## src/rtl/ex_div_unit.sv

```systemverilog
// EX-stage iterative radix-2 restoring divider for RV32M DIV/DIVU/REM/REMU.
// Stalls the front end via o_busy and returns one registered result per op.
module ex_div_unit #(
  parameter int XLEN      = 32,
  parameter bit EARLY_OUT = 1'b1
) (
  input  logic            i_clk,
  input  logic            i_rst_n,
  input  logic            i_flush,
  input  logic            i_start,
  input  logic [2:0]      i_funct3,
  input  logic [XLEN-1:0] i_rs1_data,
  input  logic [XLEN-1:0] i_rs2_data,
  input  logic [4:0]      i_rd_addr,
  output logic            o_busy,
  output logic            o_done,
  output logic [XLEN-1:0] o_result,
  output logic [4:0]      o_rd_addr
);

  localparam int CW = $clog2(XLEN);

  typedef enum logic [1:0] {
    IDLE,
    CALC,
    DONE
  } state_t;

  state_t          state_q;
  logic [CW-1:0]   cnt_q;
  logic            rem_sel_q;
  logic [4:0]      rd_q;
  logic [XLEN-1:0] quo_q;
  logic [XLEN-1:0] rem_q;
  logic [XLEN-1:0] dvsr_q;
  logic [XLEN-1:0] a_raw_q;
  logic            neg_q_q;
  logic            neg_r_q;
  logic            dz_q;
  logic            ovf_q;

  function automatic logic [XLEN-1:0] spec_res(
    input logic            is_rem,
    input logic            dz,
    input logic [XLEN-1:0] a
  );
    if (dz) return is_rem ? a : '1;
    return is_rem ? '0 : a;
  endfunction

  logic            start_ok;
  logic            in_sgn;
  logic            a_neg;
  logic            b_neg;
  logic [XLEN-1:0] a_mag;
  logic [XLEN-1:0] b_mag;
  logic            in_dz;
  logic            in_ovf;
  logic [XLEN-1:0] in_res;

  assign start_ok = i_start & i_funct3[2];
  assign in_sgn   = ~i_funct3[0];
  assign a_neg    = in_sgn & i_rs1_data[XLEN-1];
  assign b_neg    = in_sgn & i_rs2_data[XLEN-1];
  assign a_mag    = a_neg ? -i_rs1_data : i_rs1_data;
  assign b_mag    = b_neg ? -i_rs2_data : i_rs2_data;
  assign in_dz    = (i_rs2_data == '0);
  assign in_ovf   = in_sgn
                  & (i_rs1_data == {1'b1, {(XLEN-1){1'b0}}})
                  & (i_rs2_data == '1);
  assign in_res   = spec_res(i_funct3[1], in_dz, i_rs1_data);

  // Stored remainder is always < divisor, so only the shifted value needs XLEN+1 bits.
  logic [XLEN:0]   rem_sh;
  logic            ge;
  logic [XLEN-1:0] rem_nx;
  logic [XLEN-1:0] quo_nx;
  logic [XLEN-1:0] fin_q;
  logic [XLEN-1:0] fin_r;
  logic [XLEN-1:0] fin;

  assign rem_sh = {rem_q, quo_q[XLEN-1]};
  assign ge     = rem_sh >= {1'b0, dvsr_q};
  assign rem_nx = ge ? (rem_sh[XLEN-1:0] - dvsr_q) : rem_sh[XLEN-1:0];
  assign quo_nx = {quo_q[XLEN-2:0], ge};
  assign fin_q  = neg_q_q ? -quo_nx : quo_nx;
  assign fin_r  = neg_r_q ? -rem_nx : rem_nx;
  assign fin    = (dz_q | ovf_q) ? spec_res(rem_sel_q, dz_q, a_raw_q)
                : (rem_sel_q ? fin_r : fin_q);

  assign o_busy = ((state_q == IDLE) & start_ok & ~i_flush)
                | (state_q == CALC);

  always_ff @(posedge i_clk or negedge i_rst_n) begin
    if (!i_rst_n) begin
      state_q   <= IDLE;
      cnt_q     <= '0;
      rem_sel_q <= 1'b0;
      rd_q      <= '0;
      quo_q     <= '0;
      rem_q     <= '0;
      dvsr_q    <= '0;
      a_raw_q   <= '0;
      neg_q_q   <= 1'b0;
      neg_r_q   <= 1'b0;
      dz_q      <= 1'b0;
      ovf_q     <= 1'b0;
      o_done    <= 1'b0;
      o_result  <= '0;
      o_rd_addr <= '0;
    end else if (i_flush) begin
      state_q <= IDLE;
      o_done  <= 1'b0;
    end else begin
      unique case (state_q)
        IDLE: begin
          o_done <= 1'b0;
          if (start_ok) begin
            rem_sel_q <= i_funct3[1];
            rd_q      <= i_rd_addr;
            quo_q     <= a_mag;
            rem_q     <= '0;
            dvsr_q    <= b_mag;
            a_raw_q   <= i_rs1_data;
            neg_q_q   <= a_neg ^ b_neg;
            neg_r_q   <= a_neg;
            dz_q      <= in_dz;
            ovf_q     <= in_ovf;
            if (EARLY_OUT && (in_dz || in_ovf)) begin
              state_q   <= DONE;
              o_done    <= 1'b1;
              o_result  <= in_res;
              o_rd_addr <= i_rd_addr;
            end else begin
              state_q <= CALC;
              cnt_q   <= CW'(XLEN - 1);
            end
          end
        end
        CALC: begin
          rem_q <= rem_nx;
          quo_q <= quo_nx;
          cnt_q <= cnt_q - 1'b1;
          if (cnt_q == '0) begin
            state_q   <= DONE;
            o_done    <= 1'b1;
            o_result  <= fin;
            o_rd_addr <= rd_q;
          end
        end
        DONE: begin
          state_q <= IDLE;
          o_done  <= 1'b0;
        end
        default: state_q <= IDLE;
      endcase
    end
  end

endmodule

```

## config.mk

```make
export PLATFORM = sky130hd
export DESIGN_NAME = ex_div_unit
export DESIGN_NICKNAME = d
export VERILOG_FILES = /design/src/rtl/ex_div_unit.sv
export SDC_FILE = /design/constraint.sdc
export NUM_CORES = 1
export LEC_CHECK = 0
export ABC_CLOCK_PERIOD_IN_PS = 5100
export CORE_MARGIN = 2
export CORE_UTILIZATION = 40
export DETAILED_ROUTE_END_ITERATION = 8
export HOLD_SLACK_MARGIN = 0.12
export SLEW_MARGIN = 10
export SYNTH_ARGS = -nofsm -noshare
export SYNTH_HDL_FRONTEND = slang
export SYNTH_SLANG_ARGS = --single-unit
```

## constraint.sdc

```tcl
create_clock -name i_clk -period 5.1 [get_ports i_clk]
set_clock_uncertainty 0.2 [all_clocks]
set_input_delay 1.02 -clock i_clk [delete_from_list [all_inputs] [get_ports i_clk]]
set_output_delay 1.02 -clock i_clk [all_outputs]
set_load 0.01 [all_outputs]
```

=== After elaboration in Yosys (flattened, before gate mapping) ===
Cells that the tools add are included.
Widths: inputs -> output; s select.

* Reductions and logical operators: 12
* Eq/ne operators: 10
* $lt $le $gt $ge: 1
* Muxes and demuxes: 42
* Add/sub/neg operators: 6
* Bitwise gates (word level): 12

{| class="wikitable"
|+ Operator list
! kind !! number
|-
| $mux 32 || 20
|-
| $pmux 32 s2 || 3
|-
| $neg 32->32 || 4
|-
| $eq 32x32->1 const B || 2
|-
| $ge 33x32->1 || 1
|-
| $logic_not 32->1 || 1
|-
| $sub 32x32->32 || 1
|-
| $mux 5 || 5
|-
| $pmux 5 s2 || 2
|-
| $mux 2 || 4
|-
| $and 1x1->1 || 7
|-
| $mux 1 || 6
|-
| $reduce_and 3->1 || 2
|-
| $logic_not 5->1 || 1
|-
| $reduce_and 5->1 || 1
|-
| $sub 5x1->5 const B || 1
|-
| $ne 2x1->1 const B || 2
|-
| $ne 2x2->1 const B || 2
|-
| $pmux 2 s2 || 1
|-
| $reduce_and 2->1 || 2
|-
| $reduce_and 4->1 || 1
|-
| $reduce_bool 4->1 || 1
|-
| $ne 3x2->1 const B || 1
|-
| $ne 3x3->1 const B || 1
|-
| 9 further kinds || 11
|}

* Input port bits: 76
* Bits in registers: 183

=== Depth between registers and ports, before layout ===
Gate-level depths: netlist of the first run.

* Word-level depth: 8
* Depth in mapped cells: 23
* Depth with buffers taken out: 21

=== Worst setup path before layout of the first run ===
Ideal clock, no wire load.

* Kind: register -> register
* Start point: reg rem_q[5]
* End point: reg o_result[24]
* Cell stages (with the launch flop): 22
* Data arrival time: 4616 ps
* Path buffers: 2
* Path slack: 211 ps
* Period minus slack after synthesis: 4889 ps
* Path through: dfrtp_1 > ha_1 > buf_2 > a21oi_1 > o21ai_1 > a31oi_2 > a311oi_4 > a211oi_2 > nor2_2 > inv_2 > buf_1 > nor2_1 > a21oi_1 > ha_1 > nand4_1 > nor3_1 > nand4_1 > a22oi_1 > or4b_4 > nand2b_4 > mux2_4 > a21oi_2

* Longest elaborated chain between the ends: 8
* Elaborated cells between the ends (all ways): 11
* Those cells by class: add/sub: 3; order compare: 1; mux: 7

{| class="wikitable"
|+ Ends and longest elaborated chain
! item !! RTL line !! source
|-
| from (decl) || 34 || <nowiki>logic [XLEN-1:0] rem_q;</nowiki>
|-
| from (signal assigned) || 141 || <nowiki>rem_q <= rem_nx;</nowiki>
|-
| $sub 32x32->32 or $ge 33x32->1 (tied branches) || 84, 83 ||
|-
| $mux 32 || 84 || <nowiki>assign rem_nx = ge ? (rem_sh[XLEN-1:0] - dvsr_q) : rem_sh[XLEN-1:0];</nowiki>
|-
| $neg 32->32 || 87 || <nowiki>assign fin_r = neg_r_q ? -rem_nx : rem_nx;</nowiki>
|-
| $mux 32 || 87 ||
|-
| $mux 32 (*) || 89 || <nowiki>: (rem_sel_q ? fin_r : fin_q);</nowiki>
|-
| $mux 32 (*) || 88 || <nowiki>assign fin = (dz_q | ovf_q) ? spec_res(rem_sel_q, dz_q, a_raw_q)</nowiki>
|-
| $mux 32 (*) || 144 || <nowiki>if (cnt_q == '0) begin</nowiki>
|-
| $pmux 32 s2 (*) || 115 || <nowiki>unique case (state_q)</nowiki>
|-
| to (signal assigned) || 132 || <nowiki>o_result <= in_res;</nowiki>
|-
| to (signal assigned) || 147 || <nowiki>o_result <= fin;</nowiki>
|-
| to (decl) || 17 || <nowiki>output logic [XLEN-1:0] o_result,</nowiki>
|}

Every way passes the cells marked *; elsewhere a longest branch is shown, timed or not. The select of a mux whose other input is x is not followed.
A chain may end at the register's enable or synchronous reset.

=== Worst setup path in the final report of the first run ===
* Start point: reg rem_q[29]
* End point: reg o_result[24]

* Longest elaborated chain between the ends: 8
* Elaborated cells between the ends (all ways): 10
* Those cells by class: add/sub: 2; order compare: 1; mux: 7

{| class="wikitable"
|+ Ends and longest elaborated chain
! item !! RTL line !! source
|-
| $ge 33x32->1 (*) || 83 || <nowiki>assign ge = rem_sh >= {1'b0, dvsr_q};</nowiki>
|-
| $mux 32 || 84 ||
|-
| $neg 32->32 || 87 ||
|-
| $mux 32 || 87 ||
|-
| $mux 32 (*) || 89 ||
|-
| $mux 32 (*) || 88 ||
|-
| $mux 32 (*) || 144 ||
|-
| $pmux 32 s2 (*) || 115 ||
|}

Marks and branches as above.

==> metrics, run 1 <==
Arr. time, crit path between 5 and 6 ns; peak supply drop between 0.2 and 0.3 mV; DRT iter0 DRCs 1208; Die Wd approximately 190 um; EDFF count, synth 0; critical path fanouts, max 5; layout cells sized above 1 8.35%; Mapped Area between 10000 and 15000 um2; cell area power density 506 nW/um2; Seq/Total Area, Yosys about a third; Max-cap violations 0; endpoint class of the critical path register; P&R area growth vs syn 18.2%; antenna cells 0; GPL Wtd Cong just over 0.9; commonest non-fill, non-tap cell in the layout nand2_1; Longest Clk Path Bufs 2; hpwl dp between 30000 and 40000 um; fill count between 3000 and 4000; Final #Nets between 2000 and 2500; status completed; initial cell density of the core 40.7%; global-route wire length before repair around 78000 um; fin area between 15000 and 20000 um2; Hold Crit Depth 2; Top-Level Pins 115; DRC Markers 0; number of synthesis warnings 0; reg2reg start rem_q[29]$_DFFE_PN0P_; CTS tree done; post-layout min period roughly 5 ns; post-synth net total 1937; Req. time, crit path roughly 5.3 ns; Die Ht 191 um; synthesized netlist cell count approximately 1800; commonest non-fill, non-tap cells in the layout nand2_1 (284), a21oi_1 (193), dfrtp_1 (183); largest net degree at the start of global routing between 80 and 90; initial antenna violation count 0; Hold Path Class reg -> reg; port bufs roughly 110; flop2flop setup slack ~0.19 ns; die area 36600 um2; Core Area 34500 um2; row count 68; reg2reg end o_result[24]$_DFFE_PN0P_; Final Util a little under 50%; post-DR vias/cell slightly below 6; Synth cell types 93; final period utilization between 90% and 100%; drt total wl just under 50000 um; prevailing post-synth register cell dfrtp_1; antenna viol nets, final 0; worst slew pin tran about 1.1 ns; Power, Total roughly 0.0084 W; Final Hold Viols 0; number of synthesized register bits around 180; cells on worst reg2reg path 18; HP Start o_rd_addr[3]$_DFFE_PN0P_; Hold EP o_rd_addr[3]$_DFFE_PN0P_; Fmax between 200 and 250 MHz; gr ovfl total 0; DR pass1 iterations 6; CTS sink count about 180; Leak slightly above 7 nW; Slew HR a little over a quarter; syn_area_per_cell between 7 and 8 um2; Slew Limit Fails 0; detail-routed net length per standard cell approximately 21 um; Root Driver clkbuf_16; Synth async-reset ratio 100%; area post-placement 15900 um2; cts bufs inserted 17; via count roughly 14000; Worst-Skew Late Latency ~0.46 ns; Setup Viol. Count Final 0; GR Util All Layers approximately 28%; number of global-route vias before repair approximately 13000; crit path kind reg -> reg; clk slew on worst S/H paths roughly 0.070 ns; H-tree lvl count 4; startpoint class of the critical path register
synthesized netlist by cell type (9+ instances only):
cell / n / area (um2)
o21bai_1: 24 / 180
or3_1: 20 / 125
nand3_1: 43 / 215
a22oi_1: 11 / 82.6
xnor2_1: 78 / 683
xor2_1: 47 / 412
a21oi_1: 195 / 976
o21ai_1: 14 / 70.1
a31oi_1: 16 / 100
a221oi_1: 11 / 96.3
o21ai_0: 179 / 896
nand2b_1: 10 / 62.6
o31ai_1: 27 / 203
o211ai_1: 16 / 120
inv_1: 66 / 248
buf_2: 16 / 80.1
a21o_1: 18 / 135
and2_1: 13 / 81.3
dfrtp_1: 183 / 4580
a211oi_1: 13 / 97.6
nand4_1: 21 / 131
nor2_1: 131 / 492
buf_1: 9 / 33.8
nand2_1: 285 / 1070
nor3_1: 38 / 190
ha_1: 41 / 513
and3_1: 13 / 81.3
mux2i_1: 30 / 300
nor4_1: 18 / 113
clkbuf_1: 85 / 319
per-layer routing:
| metal | global-route usage, % | vias up | wire length, um |
|---|---|---|---|
| li1 | - | 6677 | - |
| met1 | 39.0 | 6830 | 22700 |
| met2 | 43.3 | 498 | 22900 |
| met3 | 3.80 | 74 | 2810 |
| met4 | 8.49 | 0 | 1150 |
| met5 | 0 | - | 0 |
final cells by class:
| type | instances | area, um2 | share of cell area [%] |
|---|---|---|---|
| clock buffer | 20 | 447 | 2.69 |
| clock inverter | 12 | 165 | 0.994 |
| inverter | 68 | 255 | 1.54 |
| multi-input combinational | 1457 | 8880 | 53.4 |
| sequential | 183 | 4580 | 27.6 |
| tap | 455 | 569 | 3.43 |
| timing repair buffer | 189 | 1720 | 10.4 |
state kept, by name, indices dropped and copies added, names as in the netlist, 2 cells and up:
name and cells:
a_raw_q 32, cnt_q 5, dvsr_q 32, o_rd_addr 5, o_result 32, quo_q 32
rd_q 5, rem_q 32, state_q 2
repair_timing:
item,CTS,global route
resized for setup,0,18
endpoints found under the setup margin,0,9
hold buffers,0,0
buffers inserted,0,3
worst max-delay path by stage:
stage,start,cells after the start,end
2_1_floorplan,rem_q[5]$_DFFE_PN0P_,21,o_result[24]$_DFFE_PN0P_
3_3_place_gp,i_rs1_data[13],14,o_result[27]$_DFFE_PN0P_
3_5_place_dp,rem_q[11]$_DFFE_PN0P_,18,o_result[24]$_DFFE_PN0P_
4_1_cts,rem_q[29]$_DFFE_PN0P_,18,o_result[24]$_DFFE_PN0P_
5_1_grt,rem_q[14]$_DFFE_PN0P_,18,o_result[24]$_DFFE_PN0P_
6_report,rem_q[29]$_DFFE_PN0P_,18,o_result[24]$_DFFE_PN0P_
logic make-up (layout without fill, tap and decap cells):
family / after synthesis / in the layout / synth area share (%)
AND/OR/NAND/NOR: 650 / 650 / 21.7
adder cells (fa/ha/maj): 42 / 42 / 3.79
XOR/XNOR: 125 / 125 / 7.79
buffers and inverters: 179 / 289 / 4.98
AO/OA/AOI/OAI: 604 / 604 / 26.5
flip-flops: 183 / 183 / 32.6
multiplexers: 36 / 36 / 2.64
power by group:
part	switching (W)	internal, W	total (W)	leakage, nW
Clock	0.000651	0.000795	0.00145	0.299
Combinational	0.00270	0.00177	0.00447	4.43
Sequential	0.000485	0.00201	0.00250	2.33
metrics by stage:
stage,hold slack [ns],setup WS [ns],cells,setup TNS [ns]
global route,0.306,-0.0772,2384,-0.0772
global placement,0.257,0.298,2349,0
CTS,0.280,0.0861,2381,0
detailed placement,0.262,0.160,2349,0
finish,0.277,0.189,2384,0
floorplan,0.245,0.211,1819,0
critical path: stages (launching register included):
cell and delay, ns:
dfrtp_1 0.39, ha_1 0.35, a21o_1 0.23, a211oi_2 0.35, o31a_1 0.21, nand2_1 0.11, a211oi_2 0.34, nor2_4 0.06
inv_2 0.11, mux2i_2 0.29, ha_2 0.26, nand4_1 0.17, nor3_2 0.28, nand4_1 0.15, a22oi_2 0.26, or4b_4 0.50
nand2b_4 0.16, mux2_4 0.31, a21oi_2 0.10
(Power assumes the default switching activity.)
==> run 2: changes to the inputs <==
CTS_CLUSTER_SIZE = 20   (was unset)
SLEW_MARGIN = unset   (was 10)
==> results of run 2 <==
Same layout as run 1: the final DEF is identical, and so are final timing and power.
==> run 3: changes to the inputs <==
ABC_CLOCK_PERIOD_IN_PS = 5760   (was 5100)
CORE_MARGIN = unset   (was 2)
clock period = 5.76 ns   (was 5.1 ns; I/O delays follow)
==> run 3 against run 2 <==
Global-route usage shrank 0.24 points; power shrank 12%; register-to-register slack gained 0.20 ns; hold slack gained 0.0010 ns; sequential power shrank 12%; first-iteration DRC count grew 5.1%; routed wire length shrank 3.0%; via count shrank 1.1%; utilization shrank 1.1 points; combinational power shrank 14%; cell count shrank 1.9%; sequential share of layout area grew 0.67 points.
==> metrics, run 3 (synthesized netlist as in run 1, its figures left out) <==
startpoint class of the critical path register; Final Hold Viols 0; crit path kind reg -> reg; hpwl dp between 30000 and 40000 um; Setup Viol. Count Final 0; Top-Level Pins 115; CTS tree done; Fmax 186 MHz; Root Driver clkbuf_16; critical path fanouts, max 9; # Post-CTS Setup Buffers 0; CTS Hold Bufs 0; layout cells sized above 1 roughly 5.3%; worst slew pin tran roughly 1.1 ns; area of the multi-input gates 8800 um2; cts bufs inserted 17; DRT iter0 DRCs between 1000 and 1500; GPL Wtd Cong between 0.9 and 1; endpoint class of the critical path register; commonest non-fill, non-tap cells in the layout nand2_1 (285), a21oi_1 (195), dfrtp_1 (183); switching share of power about 46%; global-route wire length before repair 75600 um; Comb pwr share between 50% and 60%; largest net degree at the start of global routing roughly 110; Req. time, crit path 5.95 ns; Die Ht about 190 um; TNS Setup 0 ns; cell area power density between 400 and 500 nW/um2; fill count about 3500; initial cell density of the core between 40% and 50%; Arr. time, crit path between 5 and 6 ns; detail-routed net length per standard cell between 20 and 25 um; clk slew on worst S/H paths approximately 0.08 ns; sequential fraction of design power between 20 and 30%; final period utilization between 90% and 100%; antenna cells 0; die area 35900 um2; row count 68; gr ovfl total 0; Slew Limit Fails 0; post-layout min period between 5 and 6 ns; port bufs between 100 and 150; post-DR vias/cell 5.96; CP max-delay cell or4b_4; via count roughly 14000; Final #Nets between 1500 and 2000; sequential cell area 4580 um2; Leak between 6 and 7 nW; Worst-Skew Late Latency between 0.4 and 0.5 ns; antenna viol nets, final 0; cell-internal power approximately 0.0040 W; H-tree lvl count 4; Max-cap violations 0; post-placement setup slack between 0.3 and 0.4 ns; Bufs and invs on worst path 1; PostCTS Resize Cnt 0; setup ws final approximately 0.39 ns; CP peak stage delay 0.53 ns; commonest non-fill, non-tap cell in the layout nand2_1; Hold Path Class reg -> reg; CP Cell Sequence ha_1 -> a21oi_1 -> o21ai_1 -> a31oi_2 -> a311oi_4 -> a211oi_2 -> nor2_4 -> inv_2 -> mux2i_1 -> ha_1 -> nand2_1 -> nor4_1 -> o21ai_0 -> a22oi_1 -> or4b_4 -> nand2b_4 -> mux2_4 -> a21oi_2; RSZ-0062 raised after global routing false; Crit path max-delay family compound AO/OA/AOI/OAI gates; peak supply drop ~0.26 mV; GR Util All Layers between 20% and 30%; status completed; Clk pwr share between 10% and 20%; Die Wd between 150 and 200 um; number of global-route vias before repair roughly 13000; Psw between 0.003 and 0.004 W; Core Area roughly 35000 um2; DR pass1 iterations 5; DRC Markers 0; drt total wl roughly 48000 um; CTS sink count 183; initial antenna violation count 1; Longest Clk Path Bufs 2; Slew HR between 20% and 30%; P&R area growth vs syn 15.4%; most used cell, CP ha_1
run 3: metal layers:
layer / vias up / track usage (%) / share of wire, %
met5: - / 0 / 0
met1: 6711 / 38.1 / 45
li1: 6602 / - / -
met4: 0 / 10.4 / 2.9
met3: 73 / 4.47 / 6.4
met2: 539 / 42.0 / 45
run 3: path summary, 6_finish.rpt:
check / slack [ns] / end / start / cells after the start
setup / recovery: 0.39 / o_result[24]$_DFFE_PN0P_ / rem_q[5]$_DFFE_PN0P_ / 18
hold / removal: 0.28 / a_raw_q[8]$_DFFE_PN0P_ / a_raw_q[8]$_DFFE_PN0P_ / 2
setup reg to reg: 0.39 / o_result[24]$_DFFE_PN0P_ / rem_q[5]$_DFFE_PN0P_ / 18
hold reg to reg: 0.28 / a_raw_q[8]$_DFFE_PN0P_ / a_raw_q[8]$_DFFE_PN0P_ / 2
max in group asynchronous: 3.80 / dvsr_q[23]$_DFFE_PN0P_ / i_rst_n / 2
min in group asynchronous: 0.50 / a_raw_q[13]$_DFFE_PN0P_ / i_rst_n / 1
run 3: layout make-up:
type	instances	area share, %
Tap cell	455	3.51
Sequential cell	183	28.2
Inverter	68	1.57
Timing Repair Buffer	143	8.55
Clock buffer	18	2.65
Multi-Input combinational cell	1457	54.3
Clock inverter	14	1.21
run 3: power by group through the flow:
stage,logic (W),registers [W],clock network [W]
after floorplan,0.00254,0.00214,0
after global placement,0.00376,0.00220,0
after detailed placement,0.00380,0.00221,0
after CTS,0.00381,0.00219,0.00133
after global routing,0.00425,0.00226,0.00137
final,0.00385,0.00220,0.00131
run 3: worst register-to-register path, stage by stage (launching register included):
cell	delay, ns
dfrtp_1	0.47
ha_1	0.45
a21oi_1	0.27
o21ai_1	0.21
a31oi_2	0.34
a311oi_4	0.19
a211oi_2	0.37
nor2_4	0.07
inv_2	0.18
mux2i_1	0.30
ha_1	0.27
nand2_1	0.12
nor4_1	0.26
o21ai_0	0.17
a22oi_1	0.31
or4b_4	0.53
nand2b_4	0.16
mux2_4	0.31
a21oi_2	0.12
run 3: per-stage QoR:
step / util, % / hold slack (ns) / power, W / instances / area (um2)
floorplan: - / 0.245 / 0.00468 / 1819 / 14100
global placement: 45.2 / 0.257 / 0.00596 / 2306 / 15600
detailed placement: 45.2 / 0.262 / 0.00601 / 2306 / 15600
CTS: 47.0 / 0.281 / 0.00734 / 2338 / 16200
global route: 47.0 / 0.301 / 0.00788 / 2338 / 16200
finish: 47.0 / 0.278 / 0.00737 / 2338 / 16200
